==> src/rtl/uart_rx_fifo.sv <==
// 8N1 serial receiver: two-flop rx synchroniser, mid-bit sampling FSM, and a
// small byte FIFO with valid/ready output, framing-error pulse and sticky overflow.
module uart_rx_fifo #(
  parameter int DIVISOR = 723,
  parameter int DEPTH   = 16
) (
  input  logic                   clock,
  input  logic                   RST_N,
  input  logic                   rx,
  output logic [7:0]             out_data,
  output logic                   out_valid,
  input  logic                   out_ready,
  output logic [$clog2(DEPTH):0] count,
  output logic                   frame_err,
  output logic                   overflow,
  input  logic                   clear_err
);

  // state  | meaning
  // IDLE   | line idle, waiting for a falling edge on rx_s
  // START  | timing to the middle of the start bit to reject glitches
  // DATA   | sampling eight data bits, LSB first, once per bit period
  // STOP   | sampling the stop bit; good byte is pushed here
  // BREAK  | bad stop bit seen, waiting for the line to return high
  typedef enum logic [2:0] {
    S_IDLE,
    S_START,
    S_DATA,
    S_STOP,
    S_BREAK
  } state_t;

  localparam int CW = $clog2(DIVISOR);
  localparam int AW = $clog2(DEPTH);
  localparam int PW = AW + 1;
  localparam logic [CW-1:0] HALF_M1 = CW'(DIVISOR / 2 - 1);
  localparam logic [CW-1:0] FULL_M1 = CW'(DIVISOR - 1);
  localparam logic [PW-1:0] DEPTH_P = PW'(DEPTH);

  state_t        state_q, state_d;
  logic          rx_meta_q, rx_meta_d;
  logic          rx_s_q, rx_s_d;
  logic [CW-1:0] cnt_q, cnt_d;
  logic [2:0]    bit_idx_q, bit_idx_d;
  logic [7:0]    shift_q, shift_d;
  logic          frame_err_q, frame_err_d;
  logic          overflow_q, overflow_d;
  logic [PW-1:0] wr_q, wr_d;
  logic [PW-1:0] rd_q, rd_d;
  logic [7:0]    mem_q [DEPTH];
  logic [7:0]    mem_d [DEPTH];

  logic          push_req;
  logic          pop;
  logic          full;
  logic          do_push;
  logic          drop;

  always_comb begin
    state_d     = state_q;
    rx_meta_d   = rx;
    rx_s_d      = rx_meta_q;
    cnt_d       = cnt_q;
    bit_idx_d   = bit_idx_q;
    shift_d     = shift_q;
    frame_err_d = 1'b0;
    push_req    = 1'b0;

    unique case (state_q)
      S_IDLE: begin
        cnt_d = '0;
        if (!rx_s_q) state_d = S_START;
      end
      S_START: begin
        if (cnt_q == HALF_M1) begin
          cnt_d     = '0;
          bit_idx_d = '0;
          state_d   = rx_s_q ? S_IDLE : S_DATA;
        end else begin
          cnt_d = cnt_q + CW'(1);
        end
      end
      S_DATA: begin
        if (cnt_q == FULL_M1) begin
          cnt_d              = '0;
          shift_d[bit_idx_q] = rx_s_q;
          if (bit_idx_q == 3'd7) state_d = S_STOP;
          else                   bit_idx_d = bit_idx_q + 3'd1;
        end else begin
          cnt_d = cnt_q + CW'(1);
        end
      end
      S_STOP: begin
        if (cnt_q == FULL_M1) begin
          cnt_d = '0;
          if (rx_s_q) begin
            push_req = 1'b1;
            state_d  = S_IDLE;
          end else begin
            frame_err_d = 1'b1;
            state_d     = S_BREAK;
          end
        end else begin
          cnt_d = cnt_q + CW'(1);
        end
      end
      S_BREAK: begin
        if (rx_s_q) state_d = S_IDLE;
      end
      default: state_d = S_IDLE;
    endcase
  end

  // A push into a full FIFO still lands when a pop frees the head in the same cycle.
  always_comb begin
    pop     = out_valid && out_ready;
    full    = (count == DEPTH_P);
    do_push = push_req && (!full || pop);
    drop    = push_req && full && !pop;

    wr_d  = wr_q + PW'(do_push);
    rd_d  = rd_q + PW'(pop);
    mem_d = mem_q;
    if (do_push) mem_d[wr_q[AW-1:0]] = shift_q;

    overflow_d = overflow_q;
    if (clear_err) overflow_d = 1'b0;
    if (drop)      overflow_d = 1'b1;
  end

  always_ff @(posedge clock) begin
    if (!RST_N) begin
      state_q     <= S_IDLE;
      rx_meta_q   <= 1'b1;
      rx_s_q      <= 1'b1;
      cnt_q       <= '0;
      bit_idx_q   <= '0;
      shift_q     <= '0;
      frame_err_q <= 1'b0;
      overflow_q  <= 1'b0;
      wr_q        <= '0;
      rd_q        <= '0;
      mem_q       <= '{default: '0};
    end else begin
      state_q     <= state_d;
      rx_meta_q   <= rx_meta_d;
      rx_s_q      <= rx_s_d;
      cnt_q       <= cnt_d;
      bit_idx_q   <= bit_idx_d;
      shift_q     <= shift_d;
      frame_err_q <= frame_err_d;
      overflow_q  <= overflow_d;
      wr_q        <= wr_d;
      rd_q        <= rd_d;
      mem_q       <= mem_d;
    end
  end

  assign count     = wr_q - rd_q;
  assign out_valid = (wr_q != rd_q);
  assign out_data  = mem_q[rd_q[AW-1:0]];
  assign frame_err = frame_err_q;
  assign overflow  = overflow_q;

endmodule

==> config.mk <==
export PLATFORM = sky130hd
export DESIGN_NAME = uart_rx_fifo
export DESIGN_NICKNAME = d
export VERILOG_FILES = /design/src/rtl/uart_rx_fifo.sv
export SDC_FILE = /design/constraint.sdc
export NUM_CORES = 1
export LEC_CHECK = 0
export CORE_AREA = 2 2 161 163
export DETAILED_ROUTE_END_ITERATION = 8
export DIE_AREA = 0 0 163 165
export GPL_ROUTABILITY_DRIVEN = 1
export PLACE_DENSITY_LB_ADDON = 0.1
export SLEW_MARGIN = 20
export SYNTH_ARGS = -nofsm -noshare
export SYNTH_HDL_FRONTEND = slang
export SYNTH_SLANG_ARGS = --single-unit
==> constraint.sdc <==
create_clock -name clock -period 9.3 [get_ports clock]
set_input_delay 2.325 -clock clock [delete_from_list [all_inputs] [get_ports clock]]
set_output_delay 2.325 -clock clock [all_outputs]
set_load 0.01 [all_outputs]
* Yosys cells after proc, flatten, opt, wreduce, memory -nomap -nowiden
Index checks and enable logic that the tools add are counted.
Storage, ports and cells: register bits 166, output and inout bits 16, word-level logic and storage cells 103
Operators by class: add/subtract/negate cells 5, order comparisons 5, equality and inequality tests 16, multiplexer cells 31, bitwise gates (word level) 2, reduce and logical (&&, ||, !) cells 18
Operators with widths (number):
- $bwmux 128 | 1
- $bmux 8 s4 | 1
- $demux 8 s4 | 1
- $mux 3 | 10
- $pmux 10 s3 | 1
- $mux 8 | 3
- $mux 10 | 2
- $pmux 3 s5 | 1
- $ne 2x2->1 const B | 7
- $add 10x1->10 const B | 1
- $add 5x1->5 | 2
- $eq 10x10->1 const B | 1
- $eq 10x9->1 const B | 1
- $ge 5x5->1 const B | 2
- $not 4->5 | 2
- $bwmux 8 | 1
- $mux 1 | 7
- $eq 3x2->1 const B | 2
- $eq 3x3->1 const B | 2
- $logic_and 1x1->1 | 6
- $pmux 3 s2 | 1
- $reduce_and 6->1 | 1
- $eq 5x5->1 const B | 1
- $lt 5x1->1 const B | 1
- 17 further kinds | 19

* Logic depth before layout (Yosys ltp)
Gate-level depths: netlist of run 1.
depth after elaboration 6, gate-level depth with buffers 16, depth with buffers taken out 13

* Worst setup path before layout of run 1
OpenSTA, ideal clock, no wires.
path kind reg-to-output, from register rd_q[2], to output port count[4], data arrival time 2641 ps, path slack 4334 ps, cell stages (with the launch flop) 10, path buffers 3, cells stage by stage dfxtp_1 clkbuf_1 buf_1 buf_1 clkinv_1 ha_1 nand2b_1 a21oi_2 xor2_4 inv_2
On the way: cells in the longest elaborated chain, start to end 1
Ends and longest elaborated chain:
- from (decl) | line 49 | logic [PW-1:0] rd_q, rd_d;
- from (signal assigned) | line 154 | rd_q <= rd_d;
- $sub 5x5->5 | line 159 | assign count = wr_q - rd_q;
- to (decl) | line 13 | output logic [$clog2(DEPTH):0] count,
No other way between the ends.

* Worst setup path after layout of run 1
from register rd_q[2], to output port count[3]
The elaborated chain is that of the path after synthesis.

==> results of run 1 <==
-- area by class of cell --
class,count,area (µm²),share of cell area
Clock buffer,21,460,0.0540
Multi-Input combinational cell,516,3860,0.452
Tap cell,330,413,0.0484
Inverter,15,56.3,0.00660
Sequential cell,166,3320,0.390
Clock inverter,11,139,0.0163
Timing Repair Buffer,31,280,0.0328
-- metal layers --
metal,track usage,vias up,wire length (µm)
met1,0.237,2922,10800
met5,0,-,0
met4,0.0479,0,289
met3,0.0347,18,895
met2,0.317,123,11700
li1,-,2797,-
-- flip-flops by register name, indices dropped and copies added (netlist names) --
| name | cells |
|---|---|
| cnt_q | 10 |
| rx_meta_q | 1 |
| rd_q | 5 |
| bit_idx_q | 3 |
| mem_q | 128 |
| shift_q | 8 |
| frame_err | 1 |
| wr_q | 5 |
| state_q | 3 |
| overflow | 1 |
| rx_s_q | 1 |
-- power breakdown --
group          leakage (nW)  switching [mW]  internal (mW)
clock                 0.287           0.312          0.417
combinational          1.29          0.0161        0.00540
sequential             1.34        0.000990          0.711
-- placed cells by master, fill, tap and decap left out, drive strengths merged, types with 7 or more instances in the layout --
cell type,netlist,routed
and3,14,14
a31oi,8,8
o21ai,46,46
nand2b,9,9
mux4,32,32
ha,13,13
buf,15,12
nand3,74,74
clkdlybuf4s50,0,19
a21oi,7,7
nor2,43,43
inv,12,17
a22o,57,57
o31ai,23,23
o2bb2ai,15,15
nor3,17,17
and2,17,17
clkbuf,32,21
nand2,61,61
dfxtp,166,166
-- cell usage after synthesis (all sizes together) (5+ instances only) --
library cell,count,area share
nand3,74,0.050
o2bb2ai,15,0.018
a22o,57,0.067
nand2,61,0.031
o31ai,23,0.025
xor2,6,0.011
a31oi,8,0.0068
and2,17,0.014
ha,13,0.022
and3,14,0.012
inv,12,0.0061
clkbuf,32,0.016
nor2b,6,0.0051
nor3,17,0.011
nand2b,9,0.0076
o21a,5,0.0051
buf,15,0.0096
mux4,32,0.097
nor2,43,0.022
a21boi,6,0.0071
dfxtp,166,0.45
a21oi,7,0.0052
o21ai,46,0.031
nand4,6,0.0059
xnor2,6,0.0071
-- worst paths after layout --
path | to | slack [ns] | cells after the start | startpoint
setup / recovery | count[3] | 3.69 | 8 | rd_q[2]$_SDFF_PN0_
hold reg to reg | rx_s_q$_SDFF_PN1_ | 0.42 | 1 | rx_meta_q$_SDFF_PN1_
hold / removal | rx_s_q$_SDFF_PN1_ | 0.42 | 1 | rx_meta_q$_SDFF_PN1_
setup reg to reg | wr_q[2]$_SDFF_PN0_ | 5.25 | 12 | rd_q[2]$_SDFF_PN0_
-- logic make-up (layout without fill, tap and decap cells) --
| logic type | after synthesis | count (layout) |
|---|---|---|
| buf+inv | 62 | 78 |
| xor+xnor | 12 | 12 |
| fa+ha+maj | 14 | 14 |
| mux | 35 | 35 |
| flops | 166 | 166 |
| simple gates | 267 | 267 |
| compound gates | 188 | 188 |
-- worst max-delay path: cells and delay by family (launching register included) --
kind,cells,cell delay [ns]
buf+inv,4,1.46
fa+ha+maj,1,0.44
xor+xnor,1,0.37
flops,1,0.31
compound gates,1,0.17
simple gates,1,0.08
==> flow_metrics.tcl, run 1 <==
set metrics [dict create \
    outcome "finished, final reports clean" \
    path_class "reg2out" \
    netlist_area_um2 7400 \
    grt_overflow_total 0 \
    drc 0 \
    finalHoldViolations 0 \
    timing.max_cap.violations 0 \
    route.detailed.vias_per_inst 5.38 \
    compound_gate_fraction_of_synth_area 0.193 \
    finalHoldWorstSlack_ns 0.417 \
    synth.yosys.seq_area_share 0.449 \
    fin_util 0.341 \
    synth.lib_cells_used.distinct 60 \
    cts-buffers-inserted 17 \
    synth_xor_xnor_area_share 0.0177 \
    n_fill_cell 2562 \
    design.portCount 21 \
    fin_crit_ns 5.61 \
    max-vdd-ir-drop_mv 0.112 \
    clock_skew_ns 0.0114 \
    ctsHoldBuffers 0 \
    finalSetupViolations 0 \
    critical_path_rt_ns 6.98 \
    worstPathArrival_ns 3.28 \
    instances_no_fill 1090 \
    vias_in_the_first_global_route 5913 \
    flow.area_growth_from_synthesis_pct 15.2 \
    clk_path_buf_depth 2 \
    postLayoutSetupSlackWorst_ns 3.69 \
    synth_simple_gate_area_frac 0.180 \
    yosysWarnings 0 \
    totalPowerFinal_mw 1.46 \
    fmaxAchievable_ghz 0.178 \
    detailedRoute.firstPassIterationCount 5 \
    clkLatencyLatePin_ns 0.43 \
    post_cts.repair.setup_buffers 0 \
    start_util 0.296 \
    yosys_register_bits 166 \
    synth_flop_cell "dfxtp_1" \
    chipWidth_um 163 \
    holdCritPathClass "reg2reg" \
    layout_worst_path_cycle_share 0.603 \
    final-max-slew-violation-count 0 \
    power.leakage_nw 2.92 \
    cts.repair.resized 0 \
    grt_start_max_net_pins 61 \
    critical_path_peak_fanout 28 \
    fp.dieArea_um2 26900 \
    avgSynthCellArea_um2 9.95 \
    path_cells "buf_4, clkinv_1, ha_1, a21oi_1, nand2_1, xnor2_1, inv_2, clkdlybuf4s50_1" \
    numPortBuffers 20 \
    grt_antenna_before_repair 0 \
    cts.reportedPaths.clkPinSlew_ns 0.07 \
    synth_adder_area_share 0.0247 \
    vias 5860 \
    unrepaired_setup_endpoints_after_global_routing "false" \
    timing.critical_path.to_type "output port" \
    dp_slack_ns 4.15 \
    floorplan.rows 58 \
    wire_per_inst_um 21.8 \
    die_h_um 165 \
    num-nets-final 766 \
    clock_sinks 166 \
    synth_edf_count 0 \
    post-route-cell-area_um2 8530 \
    dp_cells 1058 \
    gate_count_after_technology_mapping 744 \
    final_layout_size_suffix_gt1_frac 0.124 \
    yosys-mux-area-fraction 0.101 \
    dp_hpwl_mm 16.5 \
    synth_top_family_by_area "compound AO/OA/AOI/OAI gates" \
    start_kind "register" \
    worst-slew-pin-transition_ns 1.06 \
    timing.max_slew.rel_slack 0.293 \
    cellPowerDensity_nw_per_um2 171 \
    detail_route.iter0.violations 437 \
    weighted_congestion_at_the_end_of_routability_driven_global_placement 0.853 \
    htreeDepth 4 \
    route.antenna.remaining_nets 0 \
    setup_total_negative_slack_ns 0 \
    clock_tree_from_tritoncts "yes" \
    critPathSlowestCell "clkdlybuf4s50_1" \
    drt_wirelength_mm 23.7 \
    grt_first_pass_wirelength_mm 36.6 \
    detailed_place.area_um2 7930 \
    cell_chosen_for_the_clock_root "clkbuf_16" \
    synth_nets 763 \
    grt_use_total 0.184 \
    diodes_inserted 0 \
    core_um2 25000 \
    synth_async_sr_flop_share 0 \
    critical_path.max_stage_delay_ns 0.55 \
]
Power figures use the tool's default switching activity.
==> run 2: changes to the inputs <==
==> constraint.sdc (replaced) <==
create_clock -name clock -period 5 [get_ports clock]
set_input_delay 1.25 -clock clock [delete_from_list [all_inputs] [get_ports clock]]
set_output_delay 1.25 -clock clock [all_outputs]
set_load 0.01 [all_outputs]
==> run 2 against run 1 <==
Compared with the run above: hold slack got worse by 0.0016 ns; final cell count is 0.46% higher; critical path depth did not move; combinational power rose by 97%; die area is the same; critical endpoint is now count[4].
==> flow_metrics.tcl, run 2 (synthesis results as in run 1) <==
set metrics [dict create \
    clock_skew_ns 0.0149 \
    rr_startpoint "rd_q[3]$_SDFF_PN0_" \
    path_cells "clkinv_1, ha_1, fa_1, nand2b_1, a21oi_2, xor2_4, inv_2, clkdlybuf4s50_1" \
    wire_per_inst_um 22.1 \
    n_fill_cell 2531 \
    power.share.sequential 0.499 \
    multi_input_comb_area_um2 3850 \
    clkLatencyLatePin_ns 0.43 \
    critical_path_peak_fanout 10 \
    grt_first_pass_wirelength_mm 37.7 \
    outcome "finished, final reports clean" \
    grt_start_max_net_pins 43 \
    internal_power_mw 2.04 \
    route.detailed.vias_per_inst 5.49 \
    vias 6013 \
    drc 0 \
    grt_antenna_before_repair 0 \
    worst-slew-pin-transition_ns 0.943 \
    netSwitchingPower_uw 618 \
    route.antenna.remaining_nets 0 \
    detail_route.iter0.violations 501 \
    reg2regPathDepth 11 \
    drt_wirelength_mm 24.2 \
    holdCritPathClass "reg2reg" \
    cts.reportedPaths.clkPinSlew_ns 0.07 \
    start_kind "register" \
    critical-path-top-delay-family "buffers and inverters" \
    cell_chosen_for_the_clock_root "clkbuf_16" \
    cts.repair.resized 0 \
    worstPathArrival_ns 3.18 \
    fp.dieArea_um2 26900 \
    regs_by_ff_count "mem_q (128), cnt_q (10), shift_q (8)" \
    numPortBuffers 20 \
    cts-buffers-inserted 17 \
    dp_hpwl_mm 16.8 \
    worstHoldPathCells 1 \
    htreeDepth 4 \
    critical_path.max_stage_delay_ns 0.50 \
    layout_worst_path_cycle_share 0.887 \
    start_util 0.296 \
    timing.rr.end "wr_q[2]$_SDFF_PN0_" \
    num-nets-final 772 \
    die_h_um 165 \
    largest_register_ff_count 128 \
    ff_to_ff_setup_slack_ns 1.25 \
    flow.area_growth_from_synthesis_pct 15.2 \
    fin_util 0.341 \
    mostFrequentLayoutCell "dfxtp_1" \
    chipWidth_um 163 \
    min_from "rx_meta_q$_SDFF_PN1_" \
    final_layout_size_suffix_gt1_frac 0.128 \
    final-max-slew-violation-count 0 \
    timing.max_slew.rel_slack 0.369 \
    power.leakage_nw 2.92 \
    grt_use_total 0.188 \
    cellPowerDensity_nw_per_um2 311 \
    crit_buf_inv 3 \
    finalSetupViolations 0 \
    diodes_inserted 0 \
    critPathSlowestCell "clkdlybuf4s50_1" \
    setup_total_negative_slack_ns 0 \
    weighted_congestion_at_the_end_of_routability_driven_global_placement 0.860 \
    finalHoldViolations 0 \
    fin_crit_ns 4.43 \
    detailedRoute.firstPassIterationCount 5 \
    design.portCount 21 \
    grt_overflow_total 0 \
    clock_network_fraction_of_total_power 0.485 \
    most_frequent_cells_in_the_layout "dfxtp_1, nand3_1, nand2_1" \
    power.switching_fraction 0.233 \
    clock_sinks 166 \
    area.sequential_um2 3320 \
    vias_in_the_first_global_route 5980 \
    core_um2 25000 \
    path_class "reg2out" \
    largest-register "mem_q" \
    floorplan.rows 58 \
    clk_path_buf_depth 2 \
    post_cts.repair.setup_buffers 0 \
    unrepaired_setup_endpoints_after_global_routing "false" \
    fmaxAchievable_ghz 0.226 \
    worstHoldEndpoint "rx_s_q$_SDFF_PN1_" \
    pwr-share-comb 0.016 \
    ctsHoldBuffers 0 \
    timing.critical_path.to_type "output port" \
    timing.max_cap.violations 0 \
    clock_tree_from_tritoncts "yes" \
    max-vdd-ir-drop_mv 0.201 \
    critical_path_rt_ns 3.75 \
]
run 2: cell types whose count changed in the layout (fill, tap and decap cells not counted):
cell / before / now
clkinv_2: 0 / 1
clkbuf_1: 2 / 1
clkinv_4: 2 / 1
o31ai_1: 20 / 22
inv_6: 4 / 3
bufinv_16: 2 / 1
clkinvlp_4: 2 / 5
clkbuf_8: 2 / 1
buf_4: 12 / 18
o31ai_2: 2 / 0
run 2: through the flow:
step                worst slack [ns]  std cells  hold WS, ns  total power [mW]  cell area, µm²
CTS                            0.556       1095        0.419              2.68            8530
detailed placement              1.07       1064        0.399              1.40            7970
global route                   0.384       1095        0.431              2.75            8530
floorplan                       1.05        744        0.386              1.38            7400
global placement                1.20       1064        0.405              1.40            7970
finish                         0.567       1095        0.415              2.65            8530
run 2: power by group through the flow:
stage | Combinational (mW) | Sequential (mW) | Clock (mW)
final | 0.0423 | 1.32 | 1.29
after floorplan | 0.0280 | 1.35 | 0
after CTS | 0.0422 | 1.32 | 1.32
after global placement | 0.0424 | 1.35 | 0
after detailed placement | 0.0421 | 1.35 | 0
after global routing | 0.0460 | 1.32 | 1.38
run 2: worst max-delay path by stage:
stage,from,to,slack [ns],depth (start not counted)
after floorplan,rd_q[2]$_SDFF_PN0_,wr_q[2]$_SDFF_PN0_,1.05,15
after CTS,wr_q[0]$_SDFF_PN0_,count[4],0.56,8
after detailed placement,wr_q[0]$_SDFF_PN0_,count[4],1.07,8
after global routing,wr_q[0]$_SDFF_PN0_,count[4],0.38,8
after global placement,wr_q[0]$_SDFF_PN0_,count[4],1.20,8
final,wr_q[0]$_SDFF_PN0_,count[4],0.57,8
run 2: layout make-up:
| class | count | share of cell area |
|---|---|---|
| clock buffer | 19 | 0.0519 |
| clock inverter | 12 | 0.0139 |
| inverter | 15 | 0.00660 |
| multi-input combinational | 516 | 0.451 |
| sequential | 166 | 0.390 |
| tap | 330 | 0.0484 |
| timing repair buffer | 37 | 0.0381 |
run 2: routing by layer:
metal  vias to the layer above  share of wire  track usage
li1                       2814              -            -
met1                      2986           0.46        0.255
met2                       179           0.47        0.303
met3                        34          0.050       0.0334
met4                         0          0.025       0.0603
met5                         -              0            0
==> run 3: changes to the inputs <==
--- a/config.mk
+++ b/config.mk
@@ -5,11 +5,12 @@
 export SDC_FILE = /design/constraint.sdc
 export NUM_CORES = 1
 export LEC_CHECK = 0
-export CORE_AREA = 2 2 161 163
+export CORE_AREA = 2 2 179 146
 export DETAILED_ROUTE_END_ITERATION = 8
-export DIE_AREA = 0 0 163 165
+export DIE_AREA = 0 0 181 148
 export GPL_ROUTABILITY_DRIVEN = 1
 export PLACE_DENSITY_LB_ADDON = 0.1
+export SETUP_SLACK_MARGIN = 0.15
 export SLEW_MARGIN = 20
 export SYNTH_ARGS = -nofsm -noshare
 export SYNTH_HDL_FRONTEND = slang
==> run 3 against run 2 <==
Compared with the run above: register-to-register slack improved by 0.04 ns; clock power increased by 9%; first-iteration DRC count increased by 19%; utilization increased by 0.41 points.
==> flow_metrics.tcl, run 3 (synthesis results as in run 1) <==
set metrics [dict create \
    timing.critical_path.to_type "output port" \
    timing.rr.end "mem_q[72]$_SDFFE_PN0P_" \
    path_cells "clkinv_1, ha_1, fa_1, nand2b_1, a21oi_2, xor2_4, inv_2, clkdlybuf4s50_1" \
    vias 6027 \
    holdCritPathClass "reg2reg" \
    fp.dieArea_um2 26800 \
    chipWidth_um 181 \
    critical_path.max_stage_delay_ns 0.50 \
    instances_no_fill 1094 \
    vias_in_the_first_global_route 5898 \
    numPortBuffers 20 \
    drc 0 \
    critical_path_peak_fanout 10 \
    layout_worst_path_cycle_share 0.871 \
    fin_crit_ns 4.35 \
    diodes_inserted 0 \
    wire_per_inst_um 22.1 \
    route.antenna.remaining_nets 0 \
    dp_hpwl_mm 16.4 \
    cts.reportedPaths.clkPinSlew_ns 0.07 \
    rr_startpoint "wr_q[0]$_SDFF_PN0_" \
    route.detailed.vias_per_inst 5.51 \
    n_fill_cell 2553 \
    setup_total_negative_slack_ns 0 \
    max-vdd-ir-drop_mv 0.256 \
    critPathSlowestCell "clkdlybuf4s50_1" \
    weighted_congestion_at_the_end_of_routability_driven_global_placement 0.838 \
    most_frequent_cells_in_the_layout "dfxtp_1, nand3_1, nand2_1" \
    multi_input_comb_area_um2 3850 \
    worstHoldPathCells 1 \
    post_cts.repair.setup_buffers 0 \
    design.portCount 21 \
    cts-buffers-inserted 17 \
    worstPathArrival_ns 3.10 \
    grt_start_max_net_pins 72 \
    clock_tree_from_tritoncts "yes" \
    num-nets-final 776 \
    clk_path_buf_depth 2 \
    area.sequential_um2 3320 \
    drt_wirelength_mm 24.1 \
    regs_by_ff_count "mem_q (128), cnt_q (10), shift_q (8)" \
    largest_register_ff_count 128 \
    outcome "finished, final reports clean" \
    core_um2 25000 \
    start_util 0.296 \
    ctsHoldBuffers 0 \
    worstHoldEndpoint "rx_s_q$_SDFF_PN1_" \
    path_class "reg2out" \
    start_kind "register" \
    grt_overflow_total 0 \
    grt_use_total 0.185 \
    clock_sinks 166 \
    fmaxAchievable_ghz 0.230 \
    unrepaired_setup_endpoints_after_global_routing "false" \
    flow.area_growth_from_synthesis_pct 16.3 \
    clock_skew_ns 0.00918 \
    cell_chosen_for_the_clock_root "clkbuf_16" \
    floorplan.rows 52 \
    critical_path_rt_ns 3.75 \
    detail_route.iter0.violations 597 \
    die_h_um 148 \
    dp_cells 1062 \
    ff_to_ff_setup_slack_ns 1.29 \
    mostFrequentLayoutCell "dfxtp_1" \
    timing.max_cap.violations 0 \
    grt_first_pass_wirelength_mm 37.5 \
    largest-register "mem_q" \
    finalHoldViolations 0 \
    detailedRoute.firstPassIterationCount 5 \
    cellPowerDensity_nw_per_um2 322 \
    clkLatencyLatePin_ns 0.43 \
    worst-slew-pin-transition_ns 1.01 \
    htreeDepth 4 \
    final-max-slew-violation-count 0 \
    finalSetupViolations 0 \
    reg2regPathDepth 11 \
    timing.max_slew.rel_slack 0.323 \
    power.leakage_nw 2.97 \
    grt_antenna_before_repair 0 \
    final_layout_size_suffix_gt1_frac 0.135 \
    min_from "rx_meta_q$_SDFF_PN1_" \
    cts.repair.resized 0 \
]
==> run 3: how the worst max path moves through the flow <==
stage	start	to	slack (ns)	cells past startpoint
floorplan	rd_q[2]$_SDFF_PN0_	wr_q[2]$_SDFF_PN0_	1.05	15
detailed placement	wr_q[0]$_SDFF_PN0_	count[4]	1.11	8
CTS	wr_q[0]$_SDFF_PN0_	count[4]	0.63	8
global placement	rd_q[0]$_SDFF_PN0_	out_data[4]	1.15	6
finish	wr_q[0]$_SDFF_PN0_	count[4]	0.65	8
global route	wr_q[0]$_SDFF_PN0_	count[4]	0.48	8
==> run 3: layer usage <==
metal  vias to the layer above  GRT usage  share of wire
li1                       2806          -              -
met1                      3028      0.272           0.51
met2                       177      0.273           0.43
met3                        16     0.0429          0.054
met4                         0     0.0488         0.0084
met5                         -          0              0
==> run 3: critical path, delay by kind of cell (launching register included) <==
kind / cells / cell delay, ns
buf+inv: 3 / 0.80
fa+ha+maj: 2 / 0.66
flops: 1 / 0.43
xor+xnor: 1 / 0.37
compound gates: 1 / 0.23
simple gates: 1 / 0.18
==> run 3: layout make-up <==
class,count,share of cell area
clock buffer,19,0.0526
clock inverter,13,0.0198
inverter,15,0.00654
multi-input combinational,516,0.447
sequential,166,0.386
tap,324,0.0471
timing repair buffer,41,0.0412
==> run 3: power by group <==
| part | switching [mW] | internal (mW) |
|---|---|---|
| sequential | 0.00197 | 1.32 |
| combinational | 0.0339 | 0.0111 |
| clock | 0.581 | 0.819 |
==> run 3: stage by stage <==
stage / power (mW) / hold slack, ns / util / cell area, µm² / worst slack (ns)
6_report: 2.77 / 0.415 / 0.345 / 8610 / 0.646
5_1_grt: 2.87 / 0.457 / 0.345 / 8610 / 0.480
4_1_cts: 2.81 / 0.423 / 0.345 / 8610 / 0.627
3_5_place_dp: 1.40 / 0.404 / 0.320 / 7990 / 1.11
3_3_place_gp: 1.40 / 0.395 / 0.320 / 7990 / 1.15
2_1_floorplan: 1.38 / 0.386 / - / 7400 / 1.05
